$ cat src/rtl/instr_sequencer_pkg.sv
// Shared types and constants for the instruction sequencer (package instr_seq_pkg).
package instr_seq_pkg;

  typedef enum logic [2:0] {
    IDLE,
    FETCH,
    DECODE,
    EXECUTE,
    ERROR,
    PAUSE
  } state_t;

  localparam logic [3:0] OPC_ADD  = 4'h1;
  localparam logic [3:0] OPC_SUB  = 4'h2;
  localparam logic [3:0] OPC_GCD  = 4'h3;
  localparam logic [3:0] OPC_HALT = 4'hB;

  localparam logic [1:0] ERR_NONE = 2'b00;
  localparam logic [1:0] ERR_OPC  = 2'b01;
  localparam logic [1:0] ERR_TMO  = 2'b10;

  function automatic logic is_valid_opc(input logic [3:0] opc);
    return (opc == OPC_ADD) || (opc == OPC_SUB) || (opc == OPC_GCD);
  endfunction

endpackage

$ cat src/rtl/instr_sequencer_watchdog.sv
// Datapath timeout counter: expired flags the TIMEOUT-th enabled cycle since the last clear.
module instr_seq_watchdog #(
  parameter int unsigned TIMEOUT = 255
) (
  input  logic clk,
  input  logic reset,
  input  logic clr,
  input  logic en,
  output logic expired
);

  localparam int unsigned CNT_W = $clog2(TIMEOUT + 1);

  logic [CNT_W-1:0] cnt_q, cnt_d;

  assign expired = en && (cnt_q == CNT_W'(TIMEOUT - 1));

  always_comb begin
    cnt_d = cnt_q;
    if (clr)
      cnt_d = '0;
    else if (en && !expired)
      cnt_d = cnt_q + 1'b1;
  end

  always_ff @(posedge clk or posedge reset) begin
    if (reset)
      cnt_q <= '0;
    else
      cnt_q <= cnt_d;
  end

endmodule

$ cat src/rtl/instr_sequencer.sv
// Program sequencer: fetch/decode/execute loop driving the ALU/GCD datapath.
// Optional single-step mode (step port, PAUSE state): define INSTR_SEQUENCER_SINGLE_STEP_EN.
module instr_sequencer
  import instr_seq_pkg::*;
#(
  parameter  int unsigned DATA_W  = 8,
  parameter  int unsigned OPC_W   = 4,
  parameter  int unsigned ADDR_W  = 5,
  parameter  int unsigned TIMEOUT = 255,
  localparam int unsigned INSTR_W = OPC_W + 2 * DATA_W
) (
  input  logic               clk,
  input  logic               reset,
  input  logic               go,
`ifdef INSTR_SEQUENCER_SINGLE_STEP_EN
  input  logic               step,
`endif
  input  logic [ADDR_W-1:0]  start_addr,
  input  logic [INSTR_W-1:0] instr,
  output logic               mem_rd,
  output logic [ADDR_W-1:0]  pc,
  input  logic               done,
  output logic               enable,
  output logic [OPC_W-1:0]   opcode,
  output logic [DATA_W-1:0]  a,
  output logic [DATA_W-1:0]  b,
  output logic               busy,
  output logic               halted,
  output logic               error,
  output logic [1:0]         err_code
);

  state_t              state_q;
  logic [ADDR_W-1:0]   pc_q;
  logic [OPC_W-1:0]    opcode_q;
  logic [DATA_W-1:0]   a_q, b_q;
  logic                mem_rd_q, enable_q, halted_q, error_q;
  logic [1:0]          err_code_q;

  logic [OPC_W-1:0]    instr_opc;
  logic [DATA_W-1:0]   instr_a, instr_b;
  logic                opc_valid, opc_halt, expired;

  assign instr_opc = instr[INSTR_W-1 -: OPC_W];
  assign instr_a   = instr[2*DATA_W-1 -: DATA_W];
  assign instr_b   = instr[DATA_W-1:0];
  // Opcodes wider than 4 bits are only valid when the upper bits are zero.
  assign opc_valid = is_valid_opc(instr_opc[3:0]) && ((instr_opc >> 4) == '0);
  assign opc_halt  = (instr_opc == OPC_W'(OPC_HALT));

  instr_seq_watchdog #(.TIMEOUT(TIMEOUT)) u_watchdog (
    .clk     (clk),
    .reset   (reset),
    .clr     (state_q == DECODE),
    .en      (state_q == EXECUTE),
    .expired (expired)
  );

  always_ff @(posedge clk or posedge reset) begin
    if (reset) begin
      state_q    <= IDLE;
      pc_q       <= '0;
      opcode_q   <= '0;
      a_q        <= '0;
      b_q        <= '0;
      mem_rd_q   <= 1'b0;
      enable_q   <= 1'b0;
      halted_q   <= 1'b0;
      error_q    <= 1'b0;
      err_code_q <= ERR_NONE;
    end else begin
      mem_rd_q <= 1'b0;
      halted_q <= 1'b0;
      case (state_q)
        IDLE, ERROR: begin
          if (go) begin
            pc_q       <= start_addr;
            error_q    <= 1'b0;
            err_code_q <= ERR_NONE;
            mem_rd_q   <= 1'b1;
            state_q    <= FETCH;
          end
        end
        FETCH: state_q <= DECODE;
        DECODE: begin
          opcode_q <= instr_opc;
          a_q      <= instr_a;
          b_q      <= instr_b;
          if (opc_halt) begin
            halted_q <= 1'b1;
            state_q  <= IDLE;
          end else if (opc_valid) begin
            enable_q <= 1'b1;
            state_q  <= EXECUTE;
          end else begin
            error_q    <= 1'b1;
            err_code_q <= ERR_OPC;
            state_q    <= ERROR;
          end
        end
        EXECUTE: begin
          if (done) begin
            enable_q <= 1'b0;
            if (pc_q == '1) begin
              pc_q     <= '0;
              halted_q <= 1'b1;
              state_q  <= IDLE;
            end else begin
              pc_q <= pc_q + 1'b1;
`ifdef INSTR_SEQUENCER_SINGLE_STEP_EN
              state_q <= PAUSE;
`else
              mem_rd_q <= 1'b1;
              state_q  <= FETCH;
`endif
            end
          end else if (expired) begin
            enable_q   <= 1'b0;
            error_q    <= 1'b1;
            err_code_q <= ERR_TMO;
            state_q    <= ERROR;
          end
        end
`ifdef INSTR_SEQUENCER_SINGLE_STEP_EN
        PAUSE: begin
          if (step) begin
            mem_rd_q <= 1'b1;
            state_q  <= FETCH;
          end
        end
`endif
        default: state_q <= IDLE;
      endcase
    end
  end

  assign mem_rd   = mem_rd_q;
  assign pc       = pc_q;
  assign enable   = enable_q;
  assign opcode   = opcode_q;
  assign a        = a_q;
  assign b        = b_q;
  assign busy     = (state_q != IDLE) && (state_q != ERROR);
  assign halted   = halted_q;
  assign error    = error_q;
  assign err_code = err_code_q;

endmodule

$ cat config.mk
export PLATFORM = sky130hd
export DESIGN_NAME = instr_sequencer
export DESIGN_NICKNAME = d
export VERILOG_FILES = /design/src/rtl/instr_sequencer_pkg.sv /design/src/rtl/instr_sequencer_watchdog.sv /design/src/rtl/instr_sequencer.sv
export SDC_FILE = /design/constraint.sdc
export NUM_CORES = 1
export LEC_CHECK = 0
export BUFFER_PORTS_ARGS = -buffer_cell sky130_fd_sc_hd__buf_2
export CAP_MARGIN = 25
export CORE_MARGIN = 8
export CORE_UTILIZATION = 46
export DETAILED_ROUTE_END_ITERATION = 8
export GPL_TIMING_DRIVEN = 0
export HOLD_SLACK_MARGIN = 0.12
export PLACE_DENSITY = 0.81
export SLEW_MARGIN = 20
export SYNTH_ARGS = -nofsm -noshare
export SYNTH_HDL_FRONTEND = slang
export SYNTH_SLANG_ARGS = --single-unit
$ cat constraint.sdc
create_clock -name clk -period 1.7 [get_ports clk]
set_input_delay 0 -clock clk [delete_from_list [all_inputs] [get_ports clk]]
set_output_delay 0 -clock clk [all_outputs]
set_load 0.05 [all_outputs]
==> results.toml <==
[hold_path]
hold_class = "input pin to register"

[synth]
synth-edff-count = 0
synth_seq_cells = 42
ys_warn_count = 0
ys_types = 48
yosysSeqAreaShare_pct = 50.6
syn-num-nets = 211
syn_area_per_cell_sq_um = 11.7
synthCells = 178
synthArstFlopShare_pct = 100
synth_flop_cell = "dfrtp_1"
synth_area_sq_um = 2080

[timing]
finalHoldViolCount = 0
period_share_pct = 97.2
worstMarginPinSlew_ns = 0.418
holdWs_ns = 0.138
slew_viol_final = 0
setup_ws_ns = 0.0478
final.min_clock_period_ns = 1.65
skew_ns = 0.00908
finalSetupViolations = 0
maxSlewHeadroom_pct = 72.1
max_freq_ghz = 0.605

[grt]
grt.overflow.total = 0
groute.layer.met1.usage_pct = 16.6
antenna_found_initial = 0
grt-busiest-layer = "met2"
grt_use_met3_pct = 5.27
met2_usage_pct = 27.9
first_global_vias = 1861
grt_pass1_wl_microns = 8970
grtUsageTotal_pct = 15.4
grt_max_degree = 27

[critical_path]
arrival_ns = 1.84
critPathMaxStageDelay_ns = 0.40
required_ns = 1.89
cp-start-kind = "register"
cp_slowest_cell = "dfrtp_1"
cp_max_fo = 6
worstSetupPathType = "register to register"
crit_path_cell_trace = "inv_2, ha_2, and3_1, buf_6, a21oi_4, mux2_4, a22o_1"
crit_path_end_kind = "register"

[cts]
insertion_delay_ns = 0.29
clockBufferDepth = 2
htreeDepth = 2
clk_pin_slew_ns = 0.08
numCtsBuffers = 5
cts_sinks = 42
cts_tree = "done"
cts_root_buf = "clkbuf_8"

[route]
dr.pass1.iters = 4
drc_errors = 0
wl_microns = 5430
vias = 1779
via_per_inst = 5.37
wl_per_cell_microns = 16.4
initialDrtViolationCount = 83
ant_nets = 0

[floorplan]
io-pin-count = 61
die_area_sq_um = 6920
die_height_microns = 83.2
coreArea_sq_um = 4350
die_x_microns = 83.2
fp-row-count = 24
initial_core_util_pct = 47.7

[placement]
dpl_cell_area_sq_um = 2460
port_buffers = 59
place_ws_ns = -0.00184
gp_congestion = 0.788
place_inst = 290
hpwl_microns = 3730

[outcome]
outcome = "complete, no violations"

[layout]
regArea_sq_um = 1050
stdcell_count = 331
area_growth_pct = 39.0
stdcell_area_sq_um = 2890
n_fill_cell = 309
diodes = 0
layout-drive-gt1-share_pct = 41.6
nNetsFinal = 311
fin_util_pct = 66.3
multi_input_area_sq_um = 958

[power_and_ir_drop]
power.density_nw_per_um2 = 1870
p_leak_nw = 1.42
ir_drop_mv = 1.38

[run]
drv_cap = 0
## placed cells by master, fill, tap and decap left out, drive strengths merged, types with 2 or more instances in the layout
cell and count:
a21oi 10, a22o 2, a31oi 5, and3 3, buf 75, clkbuf 7, clkinv 2, dfrtp 42
dlygate4sd3 26, ha 4, inv 7, mux2 22, mux2i 5, nand2 5, nand2b 3, nand3 4
nand3b 2, nand4 2, nand4b 2, nor2 12, nor2b 3, nor3 2, nor3b 2, o21ai 14
o41ai 2
## synthesized netlist by cell type (3+ instances only)
library cell   n  share of area [%]
o21ai_0       11                2.6
mux2_1         5                2.7
nor2b_1        3               0.90
nand2_1        5               0.90
nand3_1        4               0.96
nand2b_1       3               0.90
ha_1           4                2.4
o21ai_1        3               0.72
dfrtp_1       42                 51
buf_4          3                1.1
buf_6          3                1.6
nor2_1        11                2.0
inv_1          7                1.3
mux2_2        17                9.2
a31oi_1        5                1.5
a21oi_1        8                1.9
mux2i_1        5                2.4
and3_1         3               0.90
## layer usage
metal,routed length (microns),part of all wire [%]
met1,2130,39
met2,2900,53
met3,340,6.3
met4,60,1.1
met5,0,0
## stage by stage
stage | setup TNS (ns) | power, mW
6_report | 0 | 5.41
5_1_grt | -0.0110 | 5.70
3_5_place_dp | -0.00184 | 4.61
2_1_floorplan | 0 | 3.90
4_1_cts | 0 | 5.30
3_3_place_gp | 0 | 4.51
## final timing paths
kind	cells after the start	end	startpoint	slack [ns]
max reg2reg	7	u_watchdog.cnt_q[4]	u_watchdog.cnt_q[0]	0.05
min	3	mem_rd	done	0.14
min reg2reg	1	err_code[1]	err_code[1]	0.50
min in group asynchronous	3	b[6]	reset	0.22
max	7	u_watchdog.cnt_q[4]	u_watchdog.cnt_q[0]	0.05
max in group asynchronous	4	u_watchdog.cnt_q[0]	reset	1.01
## sequential cells by signal, summed over array words and instances, names as in the netlist
name,flops
b,8
err_code,2
state_q,3
error,1
halted,1
a,8
enable,1
u_watchdog.cnt_q,8
pc,5
opcode,4
mem_rd,1
## kinds of logic (layout without fill, tap and decap cells)
| kind of cell | count (synthesis) | in the layout | share of synthesized area (%) |
|---|---|---|---|
| flops | 42 | 42 | 50.6 |
| buf+inv | 16 | 117 | 4.58 |
| xor+xnor | 1 | 1 | 0.422 |
| compound gates | 44 | 44 | 14.6 |
| simple gates | 44 | 44 | 13.1 |
| fa+ha+maj | 4 | 4 | 2.41 |
| mux | 27 | 27 | 14.3 |
## repair_timing
item / 4_1_cts / 5_1_grt
pin swaps: 0 / 3
buffers inserted: 0 / 7
setup endpoints to repair: 2 / 24
gates resized for setup: 2 / 7
endpoints found under the hold margin: 67 / 0
hold buffers: 26 / 0
## layout make-up
type | instances | area share, %
sequential | 42 | 36.5
clock inverter | 2 | 0.477
tap | 52 | 2.25
clock buffer | 6 | 2.51
inverter | 7 | 0.910
multi-input combinational | 120 | 33.2
timing repair buffer | 93 | 21.8
buffer | 9 | 2.43
## power by group
group	total, mW	leakage, nW	switching [mW]	internal [mW]
logic	3.10	0.860	2.10	0.996
clock network	0.638	0.0452	0.348	0.290
registers	1.67	0.517	0.267	1.40
## critical path, delay by kind of cell, from the launching register on
| kind | cells | cell delay [ns] |
|---|---|---|
| simple gates | 1 | 0.15 |
| compound gates | 2 | 0.31 |
| flops | 1 | 0.40 |
| mux | 1 | 0.30 |
| buf+inv | 2 | 0.19 |
| fa+ha+maj | 1 | 0.19 |
Power figures use the tool's default switching activity.
